--- src/rtl/tomasulo_pkg.sv ---
// Shared Tomasulo definitions: ROB geometry, retire-class opcodes and the ROB entry layout.
// Every file in this slice imports it.
package tomasulo_pkg;

   localparam int ROB_DEPTH = 8;
   localparam int IDX_W     = 3;
   localparam int XLEN      = 32;

   localparam logic [6:0] OP_ADD  = 7'b0110011;
   localparam logic [6:0] OP_MUL  = 7'b1100011;
   localparam logic [6:0] OP_LOAD = 7'b0000011;

   typedef struct packed {
      logic            valid;
      logic            ready;
      logic [6:0]      opcode;
      logic [4:0]      rd;
      logic [XLEN-1:0] value;
   } rob_entry_t;

   typedef enum logic [1:0] {
      RS_NONE = 2'd0,
      RS_ADD  = 2'd1,
      RS_MUL  = 2'd2,
      RS_LOAD = 2'd3
   } rs_class_t;

   function automatic rs_class_t rs_class_of(input logic [6:0] opcode);
      rs_class_t cls;
      cls = RS_NONE;
      case (opcode)
         OP_ADD:  cls = RS_ADD;
         OP_MUL:  cls = RS_MUL;
         OP_LOAD: cls = RS_LOAD;
         default: cls = RS_NONE;
      endcase
      return cls;
   endfunction

endpackage

--- src/rtl/rob_commit_writer_table.sv ---
// Youngest-writer table: for each architectural register, the ROB index of its latest
// in-flight producer plus a valid bit.
module writer_table
   import tomasulo_pkg::*;
(
   input  logic             clk1,
   input  logic             rst,
   input  logic             set_en,
   input  logic [4:0]       set_rd,
   input  logic [IDX_W-1:0] set_idx,
   input  logic             clr_en,
   input  logic [4:0]       clr_rd,
   input  logic [IDX_W-1:0] clr_idx,
   output logic             clr_fire
);

   logic             yv_reg       [32];
   logic [IDX_W-1:0] youngest_reg [32];
   logic             set_live;

   assign set_live = set_en && (set_rd != 5'd0);

   // A clear only lands when the retiring entry is still the youngest writer, and a
   // same-cycle allocation of that register takes priority over it.
   assign clr_fire = clr_en && (clr_rd != 5'd0) && yv_reg[clr_rd] &&
                     (youngest_reg[clr_rd] == clr_idx) &&
                     !(set_live && (set_rd == clr_rd));

   generate
      for (genvar gi = 0; gi < 32; gi++) begin : g_reg
         always_ff @(posedge clk1 or posedge rst) begin
            if (rst) begin
               yv_reg[gi]       <= 1'b0;
               youngest_reg[gi] <= '0;
            end else if (set_live && (set_rd == 5'(gi))) begin
               yv_reg[gi]       <= 1'b1;
               youngest_reg[gi] <= set_idx;
            end else if (clr_fire && (clr_rd == 5'(gi))) begin
               yv_reg[gi]       <= 1'b0;
            end
         end
      end
   endgenerate

endmodule

--- src/rtl/rob_commit.sv ---
// Reorder buffer with in-order single-entry retirement: dispatch allocates at tail, the CDB
// marks entries ready, head retires into the register file, tag clears and RS credits.
module rob_commit
   import tomasulo_pkg::*;
(
   input  logic             clk1,
   input  logic             rst,
   input  logic             alloc_valid,
   output logic             alloc_ready,
   input  logic [6:0]       alloc_opcode,
   input  logic [4:0]       alloc_rd,
   output logic [IDX_W-1:0] alloc_idx,
   input  logic             wb_valid,
   input  logic [IDX_W-1:0] wb_idx,
   input  logic [XLEN-1:0]  wb_value,
   output logic             commit_valid,
   output logic             commit_we,
   output logic [4:0]       commit_rd,
   output logic [XLEN-1:0]  commit_value,
   output logic [IDX_W-1:0] commit_idx,
   output logic             tag_clr_valid,
   output logic [4:0]       tag_clr_rd,
   output logic             rs_free_add,
   output logic             rs_free_mul,
   output logic             rs_free_load,
   output logic [IDX_W:0]   count
);

   localparam logic [IDX_W:0] DEPTH_C = ROB_DEPTH[IDX_W:0];

   rob_entry_t       rob_reg [ROB_DEPTH];
   rob_entry_t       head_entry;
   logic [IDX_W-1:0] head_reg, head_next;
   logic [IDX_W-1:0] tail_reg, tail_next;
   logic [IDX_W:0]   count_reg, count_next;
   logic             do_alloc;
   logic             do_retire;
   logic             clr_fire;
   rs_class_t        retire_class;

   logic             commit_valid_reg;
   logic             commit_we_reg;
   logic [4:0]       commit_rd_reg;
   logic [XLEN-1:0]  commit_value_reg;
   logic [IDX_W-1:0] commit_idx_reg;
   logic             tag_clr_valid_reg;
   logic [4:0]       tag_clr_rd_reg;
   logic             rs_free_add_reg;
   logic             rs_free_mul_reg;
   logic             rs_free_load_reg;

   // Full is decided from count alone; a retire in the same cycle does not reopen a slot.
   assign alloc_ready  = (count_reg < DEPTH_C);
   assign do_alloc     = alloc_valid && alloc_ready;
   assign head_entry   = rob_reg[head_reg];
   assign do_retire    = head_entry.valid && head_entry.ready;
   assign retire_class = rs_class_of(head_entry.opcode);

   generate
      for (genvar gi = 0; gi < ROB_DEPTH; gi++) begin : g_entry
         always_ff @(posedge clk1 or posedge rst) begin
            if (rst) begin
               rob_reg[gi] <= '0;
            end else if (do_alloc && (tail_reg == IDX_W'(gi))) begin
               // Allocation owns the slot this cycle, so a colliding writeback is dropped.
               rob_reg[gi].valid  <= 1'b1;
               rob_reg[gi].ready  <= 1'b0;
               rob_reg[gi].opcode <= alloc_opcode;
               rob_reg[gi].rd     <= alloc_rd;
               rob_reg[gi].value  <= '0;
            end else begin
               if (wb_valid && (wb_idx == IDX_W'(gi)) && rob_reg[gi].valid) begin
                  rob_reg[gi].value <= wb_value;
                  rob_reg[gi].ready <= 1'b1;
               end
               if (do_retire && (head_reg == IDX_W'(gi))) begin
                  rob_reg[gi].valid <= 1'b0;
                  rob_reg[gi].ready <= 1'b0;
               end
            end
         end
      end
   endgenerate

   writer_table u_writer_table (
      .clk1     (clk1),
      .rst      (rst),
      .set_en   (do_alloc),
      .set_rd   (alloc_rd),
      .set_idx  (tail_reg),
      .clr_en   (do_retire),
      .clr_rd   (head_entry.rd),
      .clr_idx  (head_reg),
      .clr_fire (clr_fire)
   );

   always_comb begin
      head_next  = head_reg;
      tail_next  = tail_reg;
      count_next = count_reg;
      if (do_alloc) begin
         tail_next = tail_reg + 1'b1;
      end
      if (do_retire) begin
         head_next = head_reg + 1'b1;
      end
      case ({do_alloc, do_retire})
         2'b10:   count_next = count_reg + 1'b1;
         2'b01:   count_next = count_reg - 1'b1;
         default: count_next = count_reg;
      endcase
   end

   always_ff @(posedge clk1 or posedge rst) begin
      if (rst) begin
         head_reg  <= '0;
         tail_reg  <= '0;
         count_reg <= '0;
      end else begin
         head_reg  <= head_next;
         tail_reg  <= tail_next;
         count_reg <= count_next;
      end
   end

   // Pulses are re-evaluated every cycle; retired payload fields hold until the next retire.
   always_ff @(posedge clk1 or posedge rst) begin
      if (rst) begin
         commit_valid_reg  <= 1'b0;
         commit_we_reg     <= 1'b0;
         commit_rd_reg     <= '0;
         commit_value_reg  <= '0;
         commit_idx_reg    <= '0;
         tag_clr_valid_reg <= 1'b0;
         tag_clr_rd_reg    <= '0;
         rs_free_add_reg   <= 1'b0;
         rs_free_mul_reg   <= 1'b0;
         rs_free_load_reg  <= 1'b0;
      end else begin
         commit_valid_reg  <= do_retire;
         commit_we_reg     <= do_retire && (head_entry.rd != 5'd0);
         tag_clr_valid_reg <= clr_fire;
         tag_clr_rd_reg    <= clr_fire ? head_entry.rd : 5'd0;
         rs_free_add_reg   <= do_retire && (retire_class == RS_ADD);
         rs_free_mul_reg   <= do_retire && (retire_class == RS_MUL);
         rs_free_load_reg  <= do_retire && (retire_class == RS_LOAD);
         if (do_retire) begin
            commit_rd_reg    <= head_entry.rd;
            commit_value_reg <= head_entry.value;
            commit_idx_reg   <= head_reg;
         end
      end
   end

   assign alloc_idx     = tail_reg;
   assign count         = count_reg;
   assign commit_valid  = commit_valid_reg;
   assign commit_we     = commit_we_reg;
   assign commit_rd     = commit_rd_reg;
   assign commit_value  = commit_value_reg;
   assign commit_idx    = commit_idx_reg;
   assign tag_clr_valid = tag_clr_valid_reg;
   assign tag_clr_rd    = tag_clr_rd_reg;
   assign rs_free_add   = rs_free_add_reg;
   assign rs_free_mul   = rs_free_mul_reg;
   assign rs_free_load  = rs_free_load_reg;

endmodule

--- config.mk ---
export PLATFORM = sky130hd
export DESIGN_NAME = rob_commit
export DESIGN_NICKNAME = d
export VERILOG_FILES = /design/src/rtl/tomasulo_pkg.sv /design/src/rtl/rob_commit_writer_table.sv /design/src/rtl/rob_commit.sv
export SDC_FILE = /design/constraint.sdc
export NUM_CORES = 1
export LEC_CHECK = 0
export CAP_MARGIN = 5
export CORE_MARGIN = 5
export CORE_UTILIZATION = 30
export CTS_CLUSTER_SIZE = 25
export DETAILED_ROUTE_END_ITERATION = 12
export SLEW_MARGIN = 20
export SYNTH_ARGS = -nofsm -noshare
export SYNTH_HDL_FRONTEND = slang
export SYNTH_HIERARCHICAL = 1
export SYNTH_SLANG_ARGS = --single-unit
--- constraint.sdc ---
create_clock -name clk1 -period 38.7 [get_ports clk1]
set_clock_uncertainty 0.05 [all_clocks]
set_input_delay 5.805 -clock clk1 [delete_from_list [all_inputs] [get_ports clk1]]
set_output_delay 5.805 -clock clk1 [all_outputs]
set_load 0.02 [all_outputs]
Word level (Yosys, flattened, before mapping)
Index checks and enable logic that the tools add are counted.
{"block": "op_classes", "addsub": 4, "reduce_logical": 172, "eq_ne": 93, "mux": 116, "n_lt_le_gt_ge": 3, "bitwise": 2}
{"cell": "$mux 32", "n": 16}
{"cell": "$eq 5x5->1 const B", "n": 32}
{"cell": "$bmux 46 s3", "n": 1}
{"cell": "$logic_and 1x1->1", "n": 107}
{"cell": "$reduce_bool 2->1", "n": 49}
{"cell": "$mux 46", "n": 2}
{"cell": "$eq 5x4->1 const B", "n": 16}
{"cell": "$mux 1", "n": 74}
{"cell": "$eq 5x3->1 const B", "n": 8}
{"cell": "$eq 3x3->1 const B", "n": 12}
{"cell": "$mux 2", "n": 16}
{"cell": "$reduce_bool 3->1", "n": 8}
{"cell": "$eq 5x2->1 const B", "n": 4}
{"cell": "$eq 3x2->1 const B", "n": 6}
{"cell": "$bmux 3 s5", "n": 1}
{"cell": "$eq 5x1->1 const B", "n": 2}
{"cell": "$logic_not 5->1", "n": 2}
{"cell": "$reduce_bool 5->1", "n": 2}
{"cell": "$eq 3x1->1 const B", "n": 3}
{"cell": "$logic_not 3->1", "n": 3}
{"cell": "$pmux 4 s2", "n": 1}
{"cell": "$eq 7x2->1 const B", "n": 1}
{"cell": "$eq 7x6->1 const B", "n": 1}
{"cell": "$eq 7x7->1 const B", "n": 1}
{"cell": "other kinds (17)", "n": 22}
{"block": "word_totals", "output_inout_bits": 59, "wordCells": 507, "input_bits": 51, "register_bits": 557}

Longest topological paths before layout
{"block": "depth", "word_depth": 14, "mapped_depth": 17, "ltp_nobuf": 10}

Cells and area by module
Netlist, hierarchy kept.
{"mod": "rob_commit", "area_per_inst_um2": 19403.6, "cells_per_inst": 1860, "n_inst": 1}
{"mod": "writer_table", "area_per_inst_um2": 6505.0, "cells_per_inst": 543, "n_inst": 1}

Least setup slack after synthesis
OpenSTA, ideal clock, no wires.
{"block": "synth_path", "kind": "input -> register", "from": "input alloc_valid", "to": "register u_writer_table/youngest_reg[72] (netlist bit)", "required_ns": 38.525, "setup_time_ns": 0.125, "arrival_time_ns": 7.593, "path_buffers": 2, "setup_slack_ns": 30.932, "cell_stages": 8, "cell_sequence": "nand2_1 -> inv_1 -> clkbuf_1 -> clkbuf_1 -> nand2_1 -> or3_1 -> nor2_1 -> mux2_2"}
{"block": "synth_between", "elab_chain_cells": 3}
{"item": "from (decl)", "line_no": "rob_commit.sv:8", "rtl": "input logic alloc_valid,"}
{"item": "$logic_and 1x1->1", "line_no": "rob_commit.sv:54", "rtl": "assign do_alloc = alloc_valid && alloc_ready;"}
{"item": "named net do_alloc", "line_no": "rob_commit.sv:36", "rtl": "logic do_alloc;"}
{"item": "$logic_and 1x1->1", "line_no": "rob_commit_writer_table.sv:21", "rtl": "assign set_live = set_en && (set_rd != 5'd0);"}
{"item": "$logic_and 1x1->1", "line_no": "rob_commit_writer_table.sv:35", "rtl": "end else if (set_live && (set_rd == 5'(gi))) begin"}
{"item": "to (signal, indexed assignment)", "line_no": "rob_commit_writer_table.sv:37", "rtl": "youngest_reg[gi] <= set_idx;"}
{"item": "to (decl)", "line_no": "rob_commit_writer_table.sv:18", "rtl": "logic [IDX_W-1:0] youngest_reg [32];"}
The timed path passes the listed nets, and every way through them passes these cells.
A chain may end at the register's enable or synchronous reset.

==> metrics.csv <==
stage;metric;value;unit
cts;clk buf depth;3;
detailed_routing;Routed WL;74600;um
cts;postcts setup bufs;0;
detailed_routing;via count;18493;
detailed_routing;Post-DRT Antenna Nets;0;
cts;Clock Tree Root;clkbuf_16;
power;PnR Total Power;1.24;mW
cells_and_area;max reg flops;368;
power;internal cell power;0.977;mW
die;Starting Density;30.3;%
cells_and_area;post-route cell area;29900;um^2
flow_run;max_cap viols;0;
logic_synthesis;number of enable flip-flop cells after synthesis;0;
die;area of the die;92300;um^2
cts;worst skew pair latency;0.65;ns
global_route;largest net degree at the start of global routing;93;
die;Core Rows;107;
sta;final hold violations;0;
detailed_routing;vias per inst;5.14;
worst_setup_path;CP endpoint kind;async pin;
cells_and_area;most common cell after layout, fill and taps aside;nand2_1;
worst_setup_path;Worst EP arrival;9.49;ns
die;Die Wd;304;um
power;switch share;21.4;%
logic_synthesis;mapped cell area;25900;um^2
worst_setup_path;Crit Path Max Fanout;92;
die;IO Pins;110;
detailed_routing;# DRC;0;
cts;hold_buf cts;0;
sta;Post-Route Setup TNS;0;ns
cts;Clock transition at path regs;0.06;ns
cells_and_area;most frequent cells in the layout;679 x nand2_1, 554 x dfrtp_1, 279 x a21oi_1, 185 x mux2_2, 113 x nor2_1;
logic_synthesis;Yosys top cell by area;dfrtp_1;
worst_hold_path;Hold Path Class;reg2reg;
global_route;GR Overflow Total;0;
logic_synthesis;register area share after synthesis;53.8;%
sta;crit share post-route;22.9;%
cells_and_area;Synth-to-Final Area Change;15.6;%
logic_synthesis;post-synthesis register bit count;557;
power;Clock Power Share;51.0;%
sta;# setup viols final;0;
cts;H-Tree Depth;2;
power;Comb power frac;2.1;%
logic_synthesis;Avg Inst Size Synth;10.8;um^2
placed_design;IO Port Bufs;109;
power;PwrDens;41.5;nW/um^2
logic_synthesis;syn nets;2469;
sta;Slew @ Worst Pin;1.16;ns
logic_synthesis;dominant cells by area after synthesis;dfrtp_1 54%, nand2_1 9.9%, mux4_2 8.5%;
global_route;All-Layer GR Usage;15.8;%
cts;CTS tree;done;
worst_setup_path;path type of the worst setup path;in2async;
logic_synthesis;Cells after Synth;2403;
power;IR drop worst, VDD;0.0000357;V
worst_setup_path;Worst Path Required;39.33;ns
sta;RSZ-0062 raised after global routing;false;
cts;Num CTS Buffers;59;
placed_design;area of placed instances;27800;um^2
power;Flop pwr share;46.8;%
logic_synthesis;post-synth top area share;53.8;%
die;core area;85400;um^2
sta;relative slew slack;22.4;%
logic_synthesis;Syn. warnings;6;
power;Psw;0.266;mW
cells_and_area;share of layout cells above drive strength 1;18.6;%
sta;post-layout min period;8.87;ns
worst_setup_path;crit path launch type;primary input;
cells_and_area;Final #Nets;2471;
die;Die H;304;um
sta;Fmax;0.113;GHz
logic_synthesis;Distinct cells, synth;66;
detailed_routing;drt pass-1 iters;7;
cts;cts repair resizes;0;
detailed_routing;drt initial violations;1563;
detailed_routing;Routed wire per std cell;20.7;um
sta;Slew Viols, Final;0;
cts;clock sink count;557;
logic_synthesis;Top FF cell, synth;dfrtp_1;
placed_design;gpl congestion;0.813;
logic_synthesis;Async SR Flop Fraction;100;%
placed_design;DP HPWL;42500;um
global_route;antenna violations before repair;3;
global_route;vias in the first global route;18878;
power;P_leak;13.1;nW
status;run status;completed;
global_route;first-pass GRT wire length;117000;um
[synth_stat cells (all sizes together), types with 3 or more instances]
master,count
nand2,682
dfrtp,557
a21oi,279
mux2,187
nor2,114
clkbuf,109
mux4,107
buf,95
a31oi,45
and3,17
ha,15
mux2i,14
nand4,14
nor2b,14
inv,12
nand2b,12
nand3,12
a211oi,11
and2,11
o21ai,10
nor4,9
a21o,8
nor3,7
xor2,7
a221oi,6
o41ai,5
xnor2,5
a22oi,4
nand3b,4
nor4bb,4
or3,4
a41oi,3
o221ai,3
[power by group through the flow]
stage / combinational (mW) / clock [mW] / sequential, mW
floorplan: 0.0155 / 0 / 0.593
global placement: 0.0274 / 0 / 0.593
detailed placement: 0.0273 / 0 / 0.593
CTS: 0.0274 / 0.650 / 0.582
global route: 0.0300 / 0.672 / 0.582
finish: 0.0266 / 0.635 / 0.582
[path summary, 6_finish.rpt]
kind                            cells after the start  slack (ns)                                         from                                     endpoint
worst min register to register                      0        0.33  u_writer_table/youngest_reg[93]$_DFFE_PP0P_  u_writer_table/youngest_reg[93]$_DFFE_PP0P_
worst max-delay path                                5       29.83                                          rst                     rob_reg[330]$_DFFE_PP0P_
worst min-delay path                                0        0.33  u_writer_table/youngest_reg[93]$_DFFE_PP0P_  u_writer_table/youngest_reg[93]$_DFFE_PP0P_
max in group clk1                                   7       30.28                                  alloc_rd[0]        u_writer_table/yv_reg[30]$_DFFE_PP0P_
min in group asynchronous                           2        5.70                                          rst                     rob_reg[298]$_DFFE_PP0P_
worst max register to register                     10       32.66                      head_reg[0]$_DFFE_PP0P_        u_writer_table/yv_reg[30]$_DFFE_PP0P_
[critical path: stages]
cell and delay [ns]:
clkdlybuf4s50_1 0.56, inv_8 0.49, buf_4 0.77, buf_4 0.90, buf_4 0.77
[metal layers]
layer / part of all wire (%) / wire [um] / vias to the layer above / global-route usage, %
li1: - / - / 8263 / -
met1: 43 / 31900 / 9460 / 21.6
met2: 48 / 35700 / 657 / 26.1
met3: 7.3 / 5430 / 111 / 3.23
met4: 2.0 / 1500 / 2 / 4.00
met5: 0.016 / 12 / - / 0
[cells by family after synthesis]
kind of cell | count (synthesis) | share of synthesized area, %
AND/OR/NAND/NOR | 912 | 14.6
multiplexers | 308 | 18.1
flip-flops | 557 | 53.8
buffers and inverters | 217 | 4.05
XOR/XNOR | 12 | 0.406
adder cells (fa/ha/maj) | 15 | 0.724
AO/OA/AOI/OAI | 382 | 8.25
[per-stage QoR]
stage	instances	util [%]	setup WS [ns]	hold WS (ns)
global route	3595	35.1	29.26	0.347
CTS	3595	35.1	29.71	0.332
floorplan	2403	-	20.90	0.372
detailed placement	3488	32.5	29.03	0.310
global placement	3488	32.5	29.00	0.312
finish	3596	35.1	29.83	0.329
[area by class of cell]
class | count | area, um^2
inverters | 13 | 58.8
fillers | 8548 | 55500
diodes | 1 | 2.50
multi-input cells | 1629 | 11000
flip-flops and latches | 557 | 13900
clock inverters | 25 | 472
repair buffers | 145 | 1360
clock buffers | 82 | 1710
well taps | 1144 | 1430
No activity file was read; power rests on OpenSTA's default activity.
